File: src/rtl/servo_pkg.sv
// servo_pkg
// Shared definitions for the servo_bank slice: the width-sequencer state
// type and helper functions that turn clock/timing parameters into cycle
// counts and register widths.
// Ports: none (package).

package servo_pkg;

    typedef enum logic [1:0] {
        IDLE = 2'd0,
        CALC = 2'd1,
        DONE = 2'd2
    } seq_state_e;

    // Clock cycles in one PWM frame.
    function automatic int frame_cycles(input int fclk, input int frame_hz);
        return fclk / frame_hz;
    endfunction

    // Microseconds to clock cycles. Dividing first keeps the intermediate
    // inside 32 bits for MHz-multiple clocks.
    function automatic int us_to_cycles(input int fclk, input int us);
        return (fclk / 1_000_000) * us;
    endfunction

    // Bits needed to hold the values 0..max_value.
    function automatic int bits_for(input int max_value);
        if (max_value < 2) begin
            return 1;
        end
        return $clog2(max_value + 1);
    endfunction

    // Bits needed to index count entries (never less than one).
    function automatic int index_bits(input int count);
        if (count < 3) begin
            return 1;
        end
        return $clog2(count);
    endfunction

endpackage

File: src/rtl/servo_bank_level.sv
// servo_level
// Per-channel attack/decay smoother. A new magnitude at or above the
// current level is taken immediately; a lower one pulls the level down by
// a fraction of the gap (at least one count), so the level never drops
// below the magnitude that caused the decay.
// Ports:
//   clk         in   clock
//   rst_n       in   asynchronous active-low reset
//   mag_i       in   MAG_W  magnitude for this channel
//   mag_valid_i in   1      magnitude strobe
//   lvl_o       out  MAG_W  smoothed level

module servo_level
    import servo_pkg::*;
#(
    parameter int MAG_W       = 13,
    parameter int DECAY_SHIFT = 4
) (
    input  logic             clk,
    input  logic             rst_n,
    input  logic [MAG_W-1:0] mag_i,
    input  logic             mag_valid_i,
    output logic [MAG_W-1:0] lvl_o
);

    logic [MAG_W-1:0] lvl_q;
    logic [MAG_W-1:0] lvl_d;
    logic [MAG_W-1:0] gap;
    logic [MAG_W-1:0] step;

    // Next level. The gap is only meaningful when mag_i < lvl_q; a step of
    // zero is bumped to one so small gaps still close.
    always_comb begin
        lvl_d = lvl_q;
        gap   = lvl_q - mag_i;
        step  = gap >> DECAY_SHIFT;
        if (step == '0) begin
            step = MAG_W'(1);
        end
        if (mag_valid_i) begin
            if (mag_i >= lvl_q) begin
                lvl_d = mag_i;
            end else begin
                lvl_d = lvl_q - step;
            end
        end
    end

    always_ff @(posedge clk or negedge rst_n) begin
        if (!rst_n) begin
            lvl_q <= '0;
        end else begin
            lvl_q <= lvl_d;
        end
    end

    assign lvl_o = lvl_q;

endmodule

File: src/rtl/servo_bank.sv
// servo_bank
// N-channel hobby-servo PWM driver fed by FFT bin magnitudes. One frame
// counter drives all channels; per-channel smoothed levels are snapshotted
// once per frame, converted to pulse widths by a single time-shared
// multiplier, and held in shadow registers that are promoted to the active
// widths (together with the channel enables) only at the frame boundary.
// Ports:
//   FPGA_CLK1_50  in   1              clock
//   reset_n       in   1              asynchronous active-low reset
//   mag           in   MAG_W x NBINS  bin magnitudes, channel i uses bin i
//   mag_valid     in   1              strobe: mag holds a new frame
//   ch_en         in   NCH            per-channel enable, taken at frame wrap
//   servo_pulse   out  NCH            registered PWM outputs
//   frame_start   out  1              high for the cycle frame_cnt == 0

module servo_bank
    import servo_pkg::*;
#(
    parameter int FCLK         = 50_000_000,
    parameter int FRAME_HZ     = 50,
    parameter int NCH          = 5,
    parameter int NBINS        = 8,
    parameter int MAG_W        = 13,
    parameter int PULSE_MIN_US = 1000,
    parameter int PULSE_MAX_US = 2000,
    parameter int DECAY_SHIFT  = 4
) (
    input  logic             FPGA_CLK1_50,
    input  logic             reset_n,
    input  logic [MAG_W-1:0] mag [0:NBINS-1],
    input  logic             mag_valid,
    input  logic [NCH-1:0]   ch_en,
    output logic [NCH-1:0]   servo_pulse,
    output logic             frame_start
);

    localparam int FRAME_CYC = frame_cycles(FCLK, FRAME_HZ);
    localparam int MIN_CYC   = us_to_cycles(FCLK, PULSE_MIN_US);
    localparam int MAX_CYC   = us_to_cycles(FCLK, PULSE_MAX_US);
    localparam int SPAN_CYC  = MAX_CYC - MIN_CYC;

    localparam int CNT_W  = bits_for(FRAME_CYC - 1);
    localparam int W_W    = bits_for(MAX_CYC);
    localparam int SPAN_W = bits_for(SPAN_CYC);
    localparam int PROD_W = MAG_W + SPAN_W;
    localparam int IDX_W  = index_bits(NCH);

    localparam logic [CNT_W-1:0]  CNT_LAST = CNT_W'(FRAME_CYC - 1);
    localparam logic [CNT_W-1:0]  CNT_SNAP = CNT_W'(MAX_CYC);
    localparam logic [W_W-1:0]    W_MIN    = W_W'(MIN_CYC);
    localparam logic [PROD_W-1:0] SPAN_P   = PROD_W'(SPAN_CYC);
    localparam logic [IDX_W-1:0]  IDX_LAST = IDX_W'(NCH - 1);

    logic [CNT_W-1:0] frame_cnt_q;
    logic [CNT_W-1:0] frame_cnt_d;
    seq_state_e       state_q;
    seq_state_e       state_d;
    logic [IDX_W-1:0] ch_idx_q;
    logic [IDX_W-1:0] ch_idx_d;
    logic [MAG_W-1:0] snap_q     [NCH];
    logic [MAG_W-1:0] snap_d     [NCH];
    logic [W_W-1:0]   shadow_w_q [NCH];
    logic [W_W-1:0]   shadow_w_d [NCH];
    logic [W_W-1:0]   active_w_q [NCH];
    logic [W_W-1:0]   active_w_d [NCH];
    logic [NCH-1:0]   en_act_q;
    logic [NCH-1:0]   en_act_d;
    logic [NCH-1:0]   servo_pulse_q;
    logic [NCH-1:0]   servo_pulse_d;
    logic             frame_start_q;
    logic             frame_start_d;

    logic [MAG_W-1:0]  lvl [NCH];
    logic              frame_wrap;
    logic              snap_now;
    logic [PROD_W-1:0] prod;
    logic [W_W-1:0]    calc_w;
    logic              unused_bins;

    // One smoother per channel; bins beyond NCH are ignored.
    for (genvar g = 0; g < NCH; g++) begin : g_ch
        servo_level #(
            .MAG_W       (MAG_W),
            .DECAY_SHIFT (DECAY_SHIFT)
        ) u_level (
            .clk         (FPGA_CLK1_50),
            .rst_n       (reset_n),
            .mag_i       (mag[g]),
            .mag_valid_i (mag_valid),
            .lvl_o       (lvl[g])
        );
    end

    always_comb begin
        unused_bins = 1'b0;
        for (int b = NCH; b < NBINS; b++) begin
            unused_bins = unused_bins ^ (^mag[b]);
        end
    end

    // Frame counter and the two instants the rest of the design keys on.
    always_comb begin
        frame_wrap  = (frame_cnt_q == CNT_LAST);
        snap_now    = (frame_cnt_q == CNT_SNAP);
        frame_cnt_d = frame_wrap ? '0 : frame_cnt_q + 1'b1;
    end

    // Shared multiplier: scale the snapshot of the channel currently being
    // converted. The result cannot exceed MAX_CYC, so no saturation.
    always_comb begin
        prod   = PROD_W'(snap_q[ch_idx_q]) * SPAN_P;
        calc_w = W_MIN + W_W'(prod >> MAG_W);
    end

    // Width sequencer. The snapshot is taken from the registered levels, so
    // a strobe in the snapshot cycle or during CALC does not leak into this
    // frame's conversion. CALC walks one channel per cycle.
    always_comb begin
        state_d    = state_q;
        ch_idx_d   = ch_idx_q;
        snap_d     = snap_q;
        shadow_w_d = shadow_w_q;
        unique case (state_q)
            IDLE: begin
                if (snap_now) begin
                    snap_d   = lvl;
                    ch_idx_d = '0;
                    state_d  = CALC;
                end
            end
            CALC: begin
                shadow_w_d[ch_idx_q] = calc_w;
                if (ch_idx_q == IDX_LAST) begin
                    state_d = DONE;
                end else begin
                    ch_idx_d = ch_idx_q + 1'b1;
                end
            end
            DONE: begin
                if (frame_wrap) begin
                    state_d = IDLE;
                end
            end
            default: begin
                state_d = IDLE;
            end
        endcase
    end

    // Frame-boundary promotion and output compare. Widths and enables only
    // change at the wrap, so a pulse in progress always runs to completion.
    always_comb begin
        active_w_d = active_w_q;
        en_act_d   = en_act_q;
        if (frame_wrap) begin
            active_w_d = shadow_w_q;
            en_act_d   = ch_en;
        end
        for (int i = 0; i < NCH; i++) begin
            servo_pulse_d[i] = en_act_q[i] && (frame_cnt_q < CNT_W'(active_w_q[i]));
        end
        frame_start_d = (frame_cnt_d == '0);
    end

    always_ff @(posedge FPGA_CLK1_50 or negedge reset_n) begin
        if (!reset_n) begin
            frame_cnt_q   <= '0;
            state_q       <= IDLE;
            ch_idx_q      <= '0;
            en_act_q      <= '0;
            servo_pulse_q <= '0;
            frame_start_q <= 1'b0;
            for (int i = 0; i < NCH; i++) begin
                snap_q[i]     <= '0;
                shadow_w_q[i] <= W_MIN;
                active_w_q[i] <= W_MIN;
            end
        end else begin
            frame_cnt_q   <= frame_cnt_d;
            state_q       <= state_d;
            ch_idx_q      <= ch_idx_d;
            en_act_q      <= en_act_d;
            servo_pulse_q <= servo_pulse_d;
            frame_start_q <= frame_start_d;
            snap_q        <= snap_d;
            shadow_w_q    <= shadow_w_d;
            active_w_q    <= active_w_d;
        end
    end

    assign servo_pulse = servo_pulse_q;
    assign frame_start = frame_start_q;

endmodule
File: config.mk
export PLATFORM = sky130hd
export DESIGN_NAME = servo_bank
export DESIGN_NICKNAME = d
export VERILOG_FILES = /design/src/rtl/servo_pkg.sv /design/src/rtl/servo_bank_level.sv /design/src/rtl/servo_bank.sv
export SDC_FILE = /design/constraint.sdc
export NUM_CORES = 1
export LEC_CHECK = 0
export ABC_AREA = 1
export BUFFER_PORTS_ARGS = -buffer_cell sky130_fd_sc_hd__buf_2
export CAP_MARGIN = 15
export CORE_MARGIN = 1.5
export CORE_UTILIZATION = 45
export CTS_CLUSTER_DIAMETER = 40
export DETAILED_ROUTE_END_ITERATION = 10
export PLACE_DENSITY_LB_ADDON = 0.05
export SYNTH_ARGS = -nofsm -noshare
export SYNTH_HDL_FRONTEND = slang
export SYNTH_SLANG_ARGS = --single-unit
File: constraint.sdc
create_clock -name FPGA_CLK1_50 -period 11.9 [get_ports FPGA_CLK1_50]
set_clock_uncertainty 0.05 [all_clocks]
set_input_delay 1.19 -clock FPGA_CLK1_50 [delete_from_list [all_inputs] [get_ports FPGA_CLK1_50]]
set_output_delay 1.19 -clock FPGA_CLK1_50 [all_outputs]
set_load 0.005 [all_outputs]
* Word-level counts from Yosys, hierarchy flattened
Cells that the tools add are included.
W data, S select, Z words.
** Word-level totals
- Register bits :: 336
- Latch bits :: 0
- Bits in writable memories :: 0
- ROM bits :: 0
- Output and inout bits :: 6
- Logic and storage cells :: 103
- Memories :: 0
** Operators by class
- Add/sub/neg operators :: 13
- $mul :: 1
- Divide/modulo/power cells :: 0
- Order comparisons :: 12
- Eq/ne operators :: 9
- Shift operators :: 0
- Mux-type cells :: 24
- Bitwise gates (word level) :: 1
- Reductions and logical operators :: 17
** Operators by type and width (number)
- $sub A13 B13 Y13 :: 10
- $lt A20 B17 Y1 :: 5
- $mux W13 :: 7
- $bwmux W85 :: 1
- $ge A13 B13 Y1 :: 5
- $logic_not A13 Y1 :: 5
- $demux W17 S3 :: 1
- $mux W9 :: 5
- $bmux W13 S3 :: 1
- $mul A13 B12 Y25 const B :: 1
- $add A20 B1 Y20 const B :: 1
- $eq A20 B17 Y1 const B :: 1
- $eq A20 B20 Y1 const B :: 1
- $logic_not A20 Y1 :: 1
- $mux W20 :: 1
- $add A16 B16 Y17 const A :: 1
- $mux W17 :: 1
- $ne A2 B2 Y1 const B :: 4
- $logic_and A1 B1 Y1 :: 6
- $mux W2 :: 3
- $mux W3 :: 2
- $pmux W2 S3 :: 1
- $pmux W3 S2 :: 1
- $reduce_and A3 Y1 :: 2
- other kinds (10) :: 10

* Longest topological paths before layout
- Depth in word-level cells :: 7
- Gate-level depth with buffers :: 35
- Mapped depth without buffers :: 35

* Cells and area by module
From an unflattened synthesis, not the netlist that was laid out.
** Second synthesis, totals
- Cell total of the unflattened synthesis :: 3599
- Area, all modules :: 26487.9 µm²
** Modules (own cells, without submodules)
- servo_bank :: times used 1, cells each 1763, area each 15960.3 µm², sequential area each 6856.6 µm²
- servo_level (g_ch[0].u_level ...) :: times used 3, cells each 358, area each 2044.5 µm², sequential area each 325.3 µm²
- servo_level (g_ch[3].u_level ...) :: times used 2, cells each 381, area each 2197.1 µm², sequential area each 325.3 µm²

* Worst setup path before layout
Ideal clock, no wire load.
- Path kind :: reg-to-reg
- From :: register ch_idx_q[2]
- To :: register shadow_w_q[84] in the netlist's numbering
- Setup time :: 0.128 ns
- Arrival time :: 5.370 ns
- Setup slack :: 6.352 ns
- Cell stages (with the launch flop) :: 32
- Buffers on the path :: 3
- Clock period less this slack :: 5.548 ns
- Cells stage by stage :: dfrtp_1 > buf_6 > nor2_2 > clkbuf_1 > o21ai_0 > o221ai_1 > ha_1 > ha_1 > fa_1 > fa_1 > inv_1 > fa_1 > inv_1 > ha_1 > nand2_1 > o21ai_0 > inv_1 > nand2_1 > nand2_1 > and2_1 > clkbuf_1 > ha_1 > inv_1 > nand2_1 > nand2_1 > nand3_2 > nand2_1 > inv_2 > nand2_1 > nand3_2 > nand2_1 > o21ai_1
** On the way
- Longest elaborated chain between the ends :: 7
- Elaborated cells on any way between the ends :: 12
- Classes of those cells :: 1 x add/sub; 1 x mul; 2 x order compare; 6 x mux; 1 x bitwise; 1 x reduce/logical
** Ends and longest elaborated chain
- start: declaration :: line servo_bank.sv:58 : logic [IDX_W-1:0] ch_idx_q;
- start signal: assignment :: line servo_bank.sv:181 : ch_idx_q <= ch_idx_d;
- $not A3 Y4 (not written as such) (*) :: line servo_bank.sv:111, servo_bank.sv:132
- $bmux W13 S3 :: line servo_bank.sv:111 : prod = PROD_W'(snap_q[ch_idx_q]) * SPAN_P;
- $mux W13 (not written as such) (2 in a row) :: line servo_bank.sv:111
- $mul A13 B12 Y25 :: line servo_bank.sv:111
- $add A16 B16 Y17 :: line servo_bank.sv:112 : calc_w = W_MIN + W_W'(prod >> MAG_W);
- $bwmux W85 (*) :: line servo_bank.sv:132 : shadow_w_d[ch_idx_q] = calc_w;
- end signal: assignment :: line servo_bank.sv:186 : shadow_w_q <= shadow_w_d;
- end: declaration :: line servo_bank.sv:62 : logic [W_W-1:0] shadow_w_q [NCH];
Mark *: on every way between the ends. The rest lies on a longest branch, timed or not. The select of a mux whose other input is x is not followed.
A chain may end at the register's enable or synchronous reset.

* Final worst setup path
- From :: register ch_idx_q[0]
- To :: register shadow_w_q[46] in the netlist's numbering
Same word-level chain as after synthesis.

==> impl_metrics.toml <==
[status]
outcome = "finished, final reports clean"

[global_routing]
grt_pass1_vias = 19040
grt_pass1_wl_um = 96100
grt_antenna_before_repair = 0
grt_start_max_net_pins = 119
gr-total-overflow = 0
grt_usage_pct = 22.14

[logic_synthesis]
synth_seq_cells = 336
synth_top_flop_cell = "dfrtp_1"
ys_seq_area_share_pct = 36.16
async_flop_share_pct = 100.0
synthesis.area_um2 = 23460
syn_inst = 2940
synth.distinct_cells = 53
avgSynthCellArea_um2 = 7.979
synth_edf_count = 0
yosys_warnings = 0
syn_nets = 3368

[critical_path]
crit-reg2reg-capture = "shadow_w_q[46]$_DFFE_PN0P_"
r2r_slack_ns = 4.92
critical_path_class = "flop to flop"
crit_start = "ch_idx_q[0]$_DFFE_PN0P_"
slowest_delay_ns = 0.92
cp_common_cell = "nand2_1"
cp_top_family = "adder cells"
cp_max_fo = 31
slowest_stage = "dfrtp_1"
crit_cells = 27
arrival_ns = 7.46
end_kind = "flop"
r2r.worst_path.cells = 27
critPathRequiredTime_ns = 12.38
cp-start-kind = "flop"
r2r_start = "ch_idx_q[0]$_DFFE_PN0P_"
crit_end = "shadow_w_q[46]$_DFFE_PN0P_"
crit_buf_inv = 5

[place]
dpl.hpwl_um = 44250
dp.cells = 3631
gp_congestion = 0.8693
portBuffers = 78
placed_cell_area_um2 = 24510

[min_path]
hold_class = "flop to flop"

[clock_tree]
h-tree-depth = 2
cts_sinks = 336
root_buffer = "clkbuf_16"
clk_path_buf_depth = 3
numCtsBuffers = 58
cts_tree = "built"
clock_latency_ns = 0.62
ctsResizeCount = 0
clk_pin_slew_ns = 0.06
post-cts-setup-buffers = 0
cts_hold_buf = 0

[timing]
period_minus_slack_ns = 6.976
worst_pin_slew_ns = 0.9703
rsz0062_at_grt = "false"
min_period_over_period_pct = 58.62
maxSlewViolCount = 0
setup_tns_ns = 0
final_hold_viol_count = 0
relSlewSlack_pct = 35.31
fmax_mhz = 143.4
setup_viol = 0

[die]
die_y_um = 231.3
initial_core_util_pct = 45.63
core.rowCount = 83
core_um2 = 51410
die_width_um = 231.3
die_area_um2 = 53510
ios = 118

[cells_and_area]
antenna_cells = 0
fin_cells = 3739
design_area_um2 = 26580
final_cell_mix = "572 x nand2_1, 493 x inv_1, 377 x o21ai_0"
fillers = 4969
drive_gt1_share_pct = 10.07
nets = 3439
final_common_cell = "nand2_1"
area_delta_synth_final_pct = 13.33

[job]
maxCapViolations = 0

[power]
leakagePower_nw = 13.29
vdd_drop_max_uv = 153.4
finalPower_w = 0.005745
p_per_area_nw_per_um2 = 216.1

[routing]
drc = 0
routedWlPerCell_um = 15.66
drt_iter0_markers = 999
ant_nets = 0
finalWirelength_um = 58540
first_pass_iters = 7
num_vias = 19170
drt-vias-per-instance = 5.127
==> synth_stat cells, drive strengths merged (7+ instances only) <==
| master | n | area (um2) |
|---|---|---|
| nand2 | 585 | 2228 |
| inv | 498 | 1869 |
| o21ai | 403 | 2028 |
| ha | 280 | 3503 |
| dfrtp | 276 | 6907 |
| a21oi | 179 | 899.6 |
| nor2 | 129 | 496.7 |
| nand3 | 121 | 645.6 |
| clkbuf | 76 | 285.3 |
| xor2 | 73 | 673.2 |
| dfstp | 60 | 1577 |
| xnor2 | 37 | 324.1 |
| fa | 36 | 720.7 |
| nand4 | 32 | 200.2 |
| nor3 | 28 | 145.1 |
| o211ai | 16 | 120.1 |
| o221ai | 13 | 113.9 |
| o21bai | 11 | 82.58 |
| nor4 | 9 | 71.32 |
| a211oi | 8 | 60.06 |
| and2 | 8 | 52.55 |
| or2 | 8 | 50.05 |
| a21boi | 7 | 52.55 |
| a21o | 7 | 52.55 |
| nand3b | 7 | 52.55 |
==> metal layers <==
| layer | vias up | wire length, um | track usage, % | share of wire [%] |
|---|---|---|---|---|
| met3 | 87 | 1656 | 2.461 | 2.8 |
| met2 | 295 | 28370 | 38.51 | 48 |
| li1 | 9772 | - | - | - |
| met4 | 0 | 1471 | 6.822 | 2.5 |
| met5 | - | 0 | 0 | 0 |
| met1 | 9017 | 27040 | 28.76 | 46 |
==> registers in the layout, indices dropped and copies added, names as in the netlist <==
register	flops
active_w_q	85
ch_idx_q	3
en_act_q	5
frame_cnt_q	20
frame_start	1
g_ch.u_level.lvl_o	65
servo_pulse	5
shadow_w_q	85
snap_q	65
state_q	2
==> through the flow <==
stage               setup WS, ns  util, %  hold WS (ns)
finish                     4.924    51.71        0.4125
global route               4.384    51.71        0.4216
CTS                        4.870    51.71        0.4116
detailed placement         4.863    47.68        0.4064
global placement           4.954    47.68        0.4036
floorplan                  6.352        -        0.3922
==> cells by family after synthesis <==
kind of cell,Yosys count,share of synthesized area [%]
fa+ha+maj,316,18.01
xor+xnor,110,4.251
mux,2,0.09600
compound gates,665,15.22
flops,336,36.16
buf+inv,581,9.361
simple gates,930,16.90
==> cell type report <==
type	count	area, um2	area share [%]
clock buffers	63	1510	5.681
clock inverters	45	561.8	2.113
inverters	500	1877	7.060
multi-input cells	2023	12800	48.13
flip-flops and latches	336	8483	31.91
well taps	680	850.8	3.200
repair buffers	92	505.5	1.901
==> worst reg2reg max path: cells and delay by family (launching register included) <==
kind / cells / cell delay (ns)
xor+xnor: 1 / 0.22
fa+ha+maj: 7 / 2.87
simple gates: 10 / 1.21
flops: 1 / 0.92
buf+inv: 5 / 0.64
compound gates: 4 / 0.99
==> how the worst min path moves through the flow <==
stage               cells after the start  slack (ns)                        from                    endpoint
floorplan                               2        0.39   shadow_w_q[0]$_DFFE_PN0P_   active_w_q[0]$_DFFE_PN0N_
global placement                        2        0.40  shadow_w_q[51]$_DFFE_PN0P_  active_w_q[51]$_DFFE_PN0N_
detailed placement                      2        0.41  shadow_w_q[83]$_DFFE_PN1P_  shadow_w_q[83]$_DFFE_PN1P_
CTS                                     2        0.41   shadow_w_q[0]$_DFFE_PN0P_   active_w_q[0]$_DFFE_PN0N_
global route                            2        0.42  shadow_w_q[83]$_DFFE_PN1P_  shadow_w_q[83]$_DFFE_PN1P_
finish                                  2        0.41   shadow_w_q[0]$_DFFE_PN0P_   active_w_q[0]$_DFFE_PN0N_
==> report_power, final <==
group / total [W] / switching (W) / internal (W)
Clock: 0.00172 / 0.000636 / 0.00109
Combinational: 0.00264 / 0.00158 / 0.00107
Sequential: 0.00138 / 0.000114 / 0.00126
Total: 0.00574 / 0.00233 / 0.00342
(Power assumes the default switching activity.)
